### src/rtl/jogo_pkg.sv
// Shared definitions for the parametrised sequence-memory game:
// FSM state codes and helpers for sizing counters from parameters.
package jogo_pkg;

    typedef enum logic [3:0] {
        INICIAL     = 4'h0,
        PREPARA     = 4'h1,
        MOSTRA      = 4'h2,
        APAGA       = 4'h3,
        ESPERA      = 4'h4,
        COMPARA     = 4'h6,
        PROXIMA     = 4'h7,
        PROX_RODADA = 4'h8,
        FIM_ACERTO  = 4'hA,
        FIM_TIMEOUT = 4'hC,
        FIM_ERRO    = 4'hE
    } estado_t;

    localparam int unsigned ESTADO_W = 4;

    // Bits needed to count 0..valor-1, never less than one.
    function automatic int unsigned largura(input int unsigned valor);
        return (valor > 1) ? $clog2(valor) : 1;
    endfunction

endpackage

### src/rtl/circuito_jogo_rom_sequencia.sv
// Combinational sequence ROM: item i is the one-hot pattern 1 << (i mod N).
module rom_sequencia
    import jogo_pkg::*;
#(
    parameter int unsigned N     = 4,
    parameter int unsigned DEPTH = 16
) (
    input  logic [largura(DEPTH)-1:0] addr,
    output logic [N-1:0]              dado
);

    always_comb begin
        dado = N'(1) << (32'(addr) % N);
    end

endmodule

### src/rtl/circuito_jogo_param.sv
// Sequence-memory game: fixed or progressive (Simon) mode, per-play timeout,
// LED display of the sequence; 7-segment decoding lives in the board wrapper.
module circuito_jogo_param
    import jogo_pkg::*;
#(
    parameter int unsigned N          = 4,
    parameter int unsigned DEPTH      = 16,
    parameter int unsigned TIMEOUT    = 3000,
    parameter int unsigned LED_CYCLES = 500
) (
    input  logic                      clock,
    input  logic                      reset,
    input  logic                      iniciar,
    input  logic                      modo,
    input  logic [N-1:0]              chaves,
    output logic                      acertou,
    output logic                      errou,
    output logic                      timeout,
    output logic                      pronto,
    output logic [N-1:0]              leds,
    output logic [ESTADO_W-1:0]       db_estado,
    output logic [largura(DEPTH)-1:0] db_endereco,
    output logic [largura(DEPTH)-1:0] db_rodada,
    output logic [N-1:0]              db_jogada,
    output logic                      db_tem_jogada
);

    localparam int unsigned AW = largura(DEPTH);
    localparam int unsigned TW = largura(TIMEOUT);
    localparam int unsigned LW = largura(LED_CYCLES);
    localparam logic [AW-1:0] ULTIMO = AW'(DEPTH - 1);
    localparam logic [TW-1:0] TMAX   = TW'(TIMEOUT - 1);
    localparam logic [LW-1:0] CMAX   = LW'(LED_CYCLES - 1);

    estado_t       estado_q, estado_d;
    logic [AW-1:0] endereco_q, endereco_d;
    logic [AW-1:0] rodada_q, rodada_d;
    logic [TW-1:0] timer_q, timer_d;
    logic [LW-1:0] cnt_q, cnt_d;
    logic [N-1:0]  jogada_q, jogada_d;
    logic          modo_q, modo_d;
    logic          prev_q;
    logic          tem_jogada_q;
    logic [N-1:0]  leds_q, leds_d;
    logic          acertou_q, acertou_d, errou_q, errou_d;
    logic          timeout_q, timeout_d, pronto_q, pronto_d;
    logic          tem_jogada;
    logic [N-1:0]  item_atual, item_proximo;

    assign tem_jogada = (|chaves) & ~prev_q;

    // Two read ports: compare uses the current address while the registered
    // LED output is looked up at the next address, keeping both loop-free.
    rom_sequencia #(.N(N), .DEPTH(DEPTH)) u_rom_cmp (
        .addr (endereco_q),
        .dado (item_atual)
    );

    rom_sequencia #(.N(N), .DEPTH(DEPTH)) u_rom_led (
        .addr (endereco_d),
        .dado (item_proximo)
    );

    always_comb begin
        estado_d   = estado_q;
        endereco_d = endereco_q;
        rodada_d   = rodada_q;
        jogada_d   = jogada_q;
        modo_d     = modo_q;
        timer_d    = '0;
        cnt_d      = '0;
        case (estado_q)
            INICIAL: if (iniciar) estado_d = PREPARA;
            PREPARA: begin
                endereco_d = '0;
                jogada_d   = '0;
                modo_d     = modo;
                rodada_d   = modo ? '0 : ULTIMO;
                estado_d   = modo ? MOSTRA : ESPERA;
            end
            MOSTRA: begin
                if (cnt_q == CMAX) estado_d = APAGA;
                else               cnt_d    = cnt_q + LW'(1);
            end
            APAGA: begin
                if (cnt_q != CMAX) begin
                    cnt_d = cnt_q + LW'(1);
                end else if (endereco_q == rodada_q) begin
                    endereco_d = '0;
                    estado_d   = ESPERA;
                end else begin
                    endereco_d = endereco_q + AW'(1);
                    estado_d   = MOSTRA;
                end
            end
            ESPERA: begin
                timer_d = timer_q + TW'(1);
                if (tem_jogada) begin
                    jogada_d = chaves;
                    estado_d = COMPARA;
                end else if (timer_q == TMAX) begin
                    estado_d = FIM_TIMEOUT;
                end
            end
            COMPARA: begin
                if (jogada_q != item_atual)                  estado_d = FIM_ERRO;
                else if (endereco_q != rodada_q)             estado_d = PROXIMA;
                else if (!modo_q || rodada_q == ULTIMO)      estado_d = FIM_ACERTO;
                else                                         estado_d = PROX_RODADA;
            end
            PROXIMA: begin
                endereco_d = endereco_q + AW'(1);
                estado_d   = ESPERA;
            end
            PROX_RODADA: begin
                rodada_d   = rodada_q + AW'(1);
                endereco_d = '0;
                estado_d   = MOSTRA;
            end
            FIM_ACERTO, FIM_TIMEOUT, FIM_ERRO: if (iniciar) estado_d = PREPARA;
            default: estado_d = INICIAL;
        endcase

        leds_d    = (estado_d == MOSTRA) ? item_proximo : '0;
        acertou_d = (estado_d == FIM_ACERTO);
        errou_d   = (estado_d == FIM_ERRO);
        timeout_d = (estado_d == FIM_TIMEOUT);
        pronto_d  = acertou_d | errou_d | timeout_d;
    end

    always_ff @(posedge clock or negedge reset) begin
        if (!reset) begin
            estado_q     <= INICIAL;
            endereco_q   <= '0;
            rodada_q     <= '0;
            timer_q      <= '0;
            cnt_q        <= '0;
            jogada_q     <= '0;
            modo_q       <= 1'b0;
            prev_q       <= 1'b0;
            tem_jogada_q <= 1'b0;
            leds_q       <= '0;
            acertou_q    <= 1'b0;
            errou_q      <= 1'b0;
            timeout_q    <= 1'b0;
            pronto_q     <= 1'b0;
        end else begin
            estado_q     <= estado_d;
            endereco_q   <= endereco_d;
            rodada_q     <= rodada_d;
            timer_q      <= timer_d;
            cnt_q        <= cnt_d;
            jogada_q     <= jogada_d;
            modo_q       <= modo_d;
            prev_q       <= |chaves;
            tem_jogada_q <= tem_jogada;
            leds_q       <= leds_d;
            acertou_q    <= acertou_d;
            errou_q      <= errou_d;
            timeout_q    <= timeout_d;
            pronto_q     <= pronto_d;
        end
    end

    assign acertou       = acertou_q;
    assign errou         = errou_q;
    assign timeout       = timeout_q;
    assign pronto        = pronto_q;
    assign leds          = leds_q;
    assign db_estado     = estado_q;
    assign db_endereco   = endereco_q;
    assign db_rodada     = rodada_q;
    assign db_jogada     = jogada_q;
    assign db_tem_jogada = tem_jogada_q;

endmodule
### config.mk
export PLATFORM = sky130hd
export DESIGN_NAME = circuito_jogo_param
export DESIGN_NICKNAME = d
export VERILOG_FILES = /design/src/rtl/jogo_pkg.sv /design/src/rtl/circuito_jogo_rom_sequencia.sv /design/src/rtl/circuito_jogo_param.sv
export SDC_FILE = /design/constraint.sdc
export NUM_CORES = 1
export LEC_CHECK = 0
export CAP_MARGIN = 20
export CORE_AREA = 10 10 83 85
export CTS_CLUSTER_SIZE = 12
export DETAILED_ROUTE_END_ITERATION = 16
export DIE_AREA = 0 0 93 95
export GPL_TIMING_DRIVEN = 0
export HOLD_SLACK_MARGIN = 0.08
export PLACE_DENSITY = 0.75
export SLEW_MARGIN = 0
export SYNTH_ARGS = -nofsm -noshare
export SYNTH_HDL_FRONTEND = slang
export SYNTH_HIERARCHICAL = 1
export SYNTH_SLANG_ARGS = --single-unit
### constraint.sdc
create_clock -name clock -period 2.3 [get_ports clock]
set_input_delay 0.46 -clock clock [delete_from_list [all_inputs] [get_ports clock]]
set_output_delay 0.46 -clock clock [all_outputs]
set_load 0.05 [all_outputs]
# == After elaboration in Yosys (flattened, before gate mapping) ==
# Cells that the tools add are included.
# word_totals
regBits,48
latch_bits,0
mem_bits_rw,0
rom_bits,0
inputBits,8
output_inout_bits,25
n_memories,0
# op_classes
n_addsub,4
n_mul,0
n_div,0
n_lt_le_gt_ge,0
eq_ne,23
shifts,2
n_mux,23
bitwise_logic,4
reduce_logical,11
# ops
cell,count
two-way mux 4 bit,12
equality test 4 bit (second input constant),8
case mux 4 bit (8 select lines),1
two-way mux 9 bit,2
case mux 9 bit (2 select lines),1
case mux 4 bit (2 select lines),2
adder 12 x 1 -> 12 bit (second input constant),1
equality test 12 bit (second input constant),1
equality test 4 x 2 -> 1 bit (second input constant),3
equality test 4 x 3 -> 1 bit (second input constant),3
two-way mux 12 bit,1
case mux 4 bit (3 select lines),1
adder 9 x 1 -> 9 bit (second input constant),1
equality test 9 bit (second input constant),1
!= test 9 bit (second input constant),1
adder 4 x 1 -> 4 bit (second input constant),2
!= test 4 bit,2
OR reduction 4 bit,2
<< shifter 1 x 2 -> 4 bit (first input constant),2
two-way mux 3 bit,2
equality test 4 x 1 -> 1 bit (second input constant),1
equality test 4 bit,1
logical NOT 4 bit,1
!= test 2 bit (second input constant),2
other kinds (10),13

# == Depth between registers and ports, before layout ==
# logic_depth
word_depth,9
ltp_mapped,9

# == By module ==
# The synthesis kept the hierarchy.
# modules_own_cells
module,n_inst,cells_each,area_each_um2,seq_area_each_um2
circuito_jogo_param,1,259,2521.2,1201.2
rom_sequencia,2,4,26.3,0.0

# == Worst setup path after synthesis ==
# Ideal clock, no wire load.
# synth_timing
path_kind,register to register
from,"register endereco_q[1], in the netlist db_endereco[1]"
to,"register leds_q[0], in the netlist leds[0]"
setup_ps,120
arrival_time_ps,2401
t_required_ps,2180
slack_ps,-221
stages_incl_launch_ff,8
period_less_slack_ps,2521
cell_sequence,dfrtp_1 and2b_2 xor2_1 nor4_2 o22ai_1 or3b_4 nor3b_4 and3_1
# synth_between
elab_chain_cells,6
elab_cells_between_ends,16
cone_classes,add/sub: 1; eq/ne: 4; shift: 2; mux: 9
# synth_lines
item,line_no,rtl
start: declaration,circuito_jogo_param.sv:36,"logic [AW-1:0] endereco_q, endereco_d;"
start signal: assignment,circuito_jogo_param.sv:149,endereco_q <= endereco_d;
<< shifter 1 x 2 -> 4 bit,circuito_jogo_rom_sequencia.sv:13,dado = N'(1) << (32'(addr) % N);
via item_atual[1],circuito_jogo_param.sv:48,"logic [N-1:0] item_atual, item_proximo;"
!= test 4 bit,circuito_jogo_param.sv:106,if (jogada_q != item_atual) estado_d = FIM_ERRO;
two-way mux 4 bit,circuito_jogo_param.sv:106,
case mux 4 bit (8 select lines),circuito_jogo_param.sv:72,case (estado_q)
via estado_d[1],circuito_jogo_param.sv:35,"estado_t estado_q, estado_d;"
equality test 4 x 2 -> 1 bit,circuito_jogo_param.sv:124,leds_d = (estado_d == MOSTRA) ? item_proximo : '0;
two-way mux 4 bit,circuito_jogo_param.sv:124,
via leds_d[0],circuito_jogo_param.sv:44,"logic [N-1:0] leds_q, leds_d;"
end signal: assignment,circuito_jogo_param.sv:157,leds_q <= leds_d;
end: declaration,circuito_jogo_param.sv:44,
# The timed path passes the listed nets, and every way through them passes these cells. The select of a mux whose other input is x is not followed.
# A chain may end at the register's enable or synchronous reset.

# == Final worst setup path ==
# layout_timing
from,"register endereco_q[0], in the netlist db_endereco[0]"
to,"register leds_q[3], in the netlist leds[3]"
# layout_between
elab_chain_cells,6
elab_cells_between_ends,16
cone_classes,add/sub: 1; eq/ne: 4; shift: 2; mux: 9
# layout_lines
item,line_no
<< shifter 1 x 2 -> 4 bit,circuito_jogo_rom_sequencia.sv:13
via item_atual[3],circuito_jogo_param.sv:48
!= test 4 bit,circuito_jogo_param.sv:106
two-way mux 4 bit,circuito_jogo_param.sv:106
case mux 4 bit (8 select lines),circuito_jogo_param.sv:72
equality test 4 x 2 -> 1 bit,circuito_jogo_param.sv:124
two-way mux 4 bit,circuito_jogo_param.sv:124
via leds_d[3],circuito_jogo_param.sv:44
# The timed path passes the listed nets, and every way through them passes these cells. The select of a mux whose other input is x is not followed.

==> impl.org <==
** Run status
- The run finished with clean final reports.

** GRT
- The number of global-route vias before repair was 2021.
- Summed over all layers, the global routing overflow is 0.
- The initial antenna violation count was 0.
- Wire length of the first global-routing pass :: slightly below 10000 um
- Entering global routing, the biggest net connects 40 pins.
- Global routing consumed, over all layers together, a little over an eighth of the routing resources.

** Floorplanning
- The die covers approximately 0.009 mm^2.
- From bottom edge to top edge, the die measures about 95 um.
- I/O pin count :: 33
- Starting Density :: a little under 50%
- After floorplanning, the core was divided into 27 placement rows.
- Area of the core :: ~0.0053 mm^2
- Width of the chip :: 93 um

** Power
- Static leakage :: 1.46 nW
- Maximum vdd ir drop :: 1010 uV
- Post-layout power :: roughly 4.3 mW
- Power per cell area :: between 1000 and 1500 mW/mm^2

** Route
- Dividing the detail-routed wire length by the instance count gives approximately 15 um.
- The first TritonRoute pass finished after 5 iterations.
- Iter 0 DRT Violations :: 114
- Via count :: 2111
- Final Routed Wirelength :: about 6000 um
- After detailed routing, the number of remaining DRC violations is 0.
- Routed via count divided by cell count :: 5.39
- Count of antenna-violating nets left after detailed routing :: 0

** Clocking
- The tree built by TritonCTS fans out to 48 sinks.
- The H-tree generated during clock tree synthesis spans 2 levels.
- Number of buffers on the longest clock path :: 2
- Cell at the root of the clock tree :: sky130_fd_sc_hd__clkbuf_8
- Clock tree from TritonCTS :: built
- Total CTS buffers :: 5
- Worst skew pair latency :: slightly above 0.3 ns
- Clock-pin slew on the worst setup and hold paths :: roughly 0.09 ns

** Place
- The placed instances occupy a cell area of roughly 0.0030 mm^2.
- Placer's final routability congestion estimate :: 0.902
- Worst-case setup slack after placement :: -0.286 ns
- The HPWL after detailed placement is slightly above 4000 um.
- After detailed placement, the design holds a cell count of ~370.
- Number of port buffers :: 32

** Worst setup path
- The worst register-to-register path ends at leds[3].
- WS Path Type :: flip-flop to flip-flop
- The critical path ends at leds[3].
- STA classifies the critical path startpoint as a flip-flop.
- The startpoint identified for the worst register-to-register timing path is db_endereco[0].
- Depth of the worst register-to-register path :: 8
- Register-to-Register Setup Slack :: about 0.061 ns
- Startpoint of the most critical setup path :: db_endereco[0]
- Capturing element type of the critical path :: flip-flop
- Data arrival time of the worst path :: approximately 2.5 ns
- Biggest fanout along the worst timing path :: 7
- Data on the critical path is required at its endpoint by about 2.6 ns.

** Synthesis
- Most instantiated cells after synthesis :: sky130_fd_sc_hd__dfrtp_1 (48), sky130_fd_sc_hd__nor2_1 (41), sky130_fd_sc_hd__nand2_1 (18)
- Synthesized cell area :: ~0.0026 mm^2
- Most repeated cell in the gate-level netlist after synthesis :: sky130_fd_sc_hd__dfrtp_1
- The average instance in the mapped netlist occupies 9.64 um^2.
- In the synthesized netlist the async set-or-reset flop fraction comes to 100%.
- Netlist cell types :: 53
- The biggest area contributor in the post-synthesis netlist is sky130_fd_sc_hd__dfrtp_1.
- Net count after synthesis :: roughly 280
- Number of synthesized flops with an enable pin :: 0
- After synthesis, the largest area contributor takes up around 47% of total cell area.
- Top area cells in the synthesized netlist :: sky130_fd_sc_hd__dfrtp_1 (47%), sky130_fd_sc_hd__nor2_1 (6.0%), sky130_fd_sc_hd__xnor2_1 (5.1%)
- Part of the Yosys area used for sequential elements :: 46.7%
- Flops & latches, synth :: 48
- Number of standard cells after synthesis :: approximately 270
- During synthesis, Yosys emitted a total of 6 warnings.
- Primary flip-flop cell chosen by synthesis mapping :: sky130_fd_sc_hd__dfrtp_1

** Final layout
- Area taken by flip-flops and latches :: approximately 0.0012 mm^2
- The repair_antennas step left the layout with diodes totalling 0.
- The area growth from synthesis to layout is 28.6%.
- Final standard cell count with taps included and fillers excluded :: slightly below 400
- Post-route cell area :: between 0.003 and 0.004 mm^2
- In the final layout, the share of cells above drive strength 1 is a little under a fifth.
- Summing all multi-input logic gate instances after layout gives 0.00138 mm^2.
- At the end of the flow the core is filled with cells to 62.0%.
- Total number of nets in the final design :: about 330
- Count of fill cells added during filler insertion :: 475

** Timing
- Setup WS post-layout :: 0.0611 ns
- Total setup violations reported at the end of the flow :: 0
- Worst Hold Slack :: between 0.4 and 0.5 ns
- Adding up every negative setup slack in the final design gives 0 ns.
- Fraction of the cycle the final worst path needs :: a little over nine tenths
- Static timing analysis puts the maximum clock frequency at ~0.45 GHz.
- The routed design could run at a clock period as short as about 2.2 ns.
- Number of pins exceeding their max-slew limit in the final report :: 0
- Final hold viol count :: 0
- For the pin with the worst max-slew slack, the measured transition is 0.531 ns.
- Remaining max-slew budget at the tightest pin :: roughly 64%
- Worst clock skew :: slightly below 0.008 ns

** Worst hold path
- Type of the tightest min-delay check :: flip-flop to flip-flop

** Flow run
- Max-cap violations in this run came to 0.
-- area by class of cell --
cell class	count	area share, %
Multi-Input combinational cell	199	41.7
Clock buffer	5	2.08
Tap cell	72	2.72
Inverter	10	1.13
Sequential cell	48	36.4
Buffer	10	1.63
Clock inverter	3	1.40
Timing Repair Buffer	45	13.0
-- cell families after synthesis --
kind of cell | share of synthesized area (%)
AND/OR/NAND/NOR | 25.7
adder cells (fa/ha/maj) | 1.94
buffers and inverters | 3.50
AO/OA/AOI/OAI | 10.6
XOR/XNOR | 8.85
multiplexers | 2.77
flip-flops | 46.7
-- where the power goes --
group	internal (mW)	switching, mW	total [mW]
Combinational	1.01	1.48	2.49
Sequential	1.01	0.174	1.18
Clock	0.328	0.299	0.627
-- sequential cells by signal, summed over array words and instances, names as in the netlist --
signal and flops:
timer_q 12, cnt_q 9, db_endereco 4, db_estado 4, db_jogada 4, db_rodada 4
leds 4, acertou 1, db_tem_jogada 1, errou 1, modo_q 1, prev_q 1
pronto 1, timeout 1
-- worst min-delay path by stage --
stage	endpoint	start	slack, ns	cells after the start
floorplan	acertou	reset	0.16	0
detailed placement	prev_q	reset	0.34	1
CTS	cnt_q[0]	cnt_q[0]	0.47	1
global route	cnt_q[0]	cnt_q[0]	0.49	1
finish	cnt_q[0]	cnt_q[0]	0.47	1
global placement	cnt_q[0]	cnt_q[0]	0.45	1
-- timing repair --
| action | 4_1_cts | 5_1_grt |
|---|---|---|
| gates resized for setup | 5 | 18 |
| pin swaps | 1 | 5 |
| gates cloned | 0 | 0 |
| setup endpoints to repair | 8 | 8 |
| hold endpoints to repair | 9 | 0 |
| setup buffers | 0 | 11 |
| hold buffers | 1 | 0 |
-- per-layer routing --
| layer | vias to the layer above | GRT usage, % | part of all wire, % |
|---|---|---|---|
| met5 | - | 0 | 0 |
| met4 | 0 | 3.08 | 1.0 |
| met3 | 6 | 5.15 | 6.4 |
| met2 | 61 | 21.4 | 49 |
| met1 | 1014 | 17.6 | 43 |
| li1 | 1030 | - | - |
-- worst max-delay path, cell delays in order (launching register included) --
cell,delay [ns]
sky130_fd_sc_hd__dfrtp_2,0.44
sky130_fd_sc_hd__and2_4,0.18
sky130_fd_sc_hd__xor2_2,0.18
sky130_fd_sc_hd__nor4_4,0.27
sky130_fd_sc_hd__buf_4,0.19
sky130_fd_sc_hd__nand2b_4,0.06
sky130_fd_sc_hd__a221oi_2,0.27
sky130_fd_sc_hd__o31a_1,0.36
sky130_fd_sc_hd__and3_1,0.22
-- cells in the final DEF (no fill, tap or decap), types with 2 or more instances in the layout --
cell and n:
sky130_fd_sc_hd__xor2_2 3, sky130_fd_sc_hd__o22ai_1 5, sky130_fd_sc_hd__inv_2 2, sky130_fd_sc_hd__inv_1 8
sky130_fd_sc_hd__nor4bb_1 2, sky130_fd_sc_hd__a21o_1 5, sky130_fd_sc_hd__or3_1 3, sky130_fd_sc_hd__clkdlybuf4s50_1 31
sky130_fd_sc_hd__nor3b_1 2, sky130_fd_sc_hd__or4bb_1 2, sky130_fd_sc_hd__buf_6 2, sky130_fd_sc_hd__clkbuf_8 5
sky130_fd_sc_hd__nor3_1 2, sky130_fd_sc_hd__buf_4 10, sky130_fd_sc_hd__nand2_1 17, sky130_fd_sc_hd__nor2b_1 4
sky130_fd_sc_hd__buf_2 4, sky130_fd_sc_hd__xnor2_1 15, sky130_fd_sc_hd__clkbuf_1 4, sky130_fd_sc_hd__nand4_1 4
sky130_fd_sc_hd__xor2_1 8, sky130_fd_sc_hd__nor2_2 2, sky130_fd_sc_hd__and2_1 3, sky130_fd_sc_hd__ha_1 4
sky130_fd_sc_hd__mux2i_1 6, sky130_fd_sc_hd__and3_1 10, sky130_fd_sc_hd__nand3_1 15, sky130_fd_sc_hd__dfrtp_1 45
sky130_fd_sc_hd__nor2_1 38, sky130_fd_sc_hd__a21oi_1 9, sky130_fd_sc_hd__a221oi_2 2, sky130_fd_sc_hd__and2b_2 2
sky130_fd_sc_hd__dfrtp_2 3, sky130_fd_sc_hd__o21ai_0 6, sky130_fd_sc_hd__clkbuf_2 2, sky130_fd_sc_hd__nor4_4 2
Note: power is estimated with default switching activity, not from simulation.
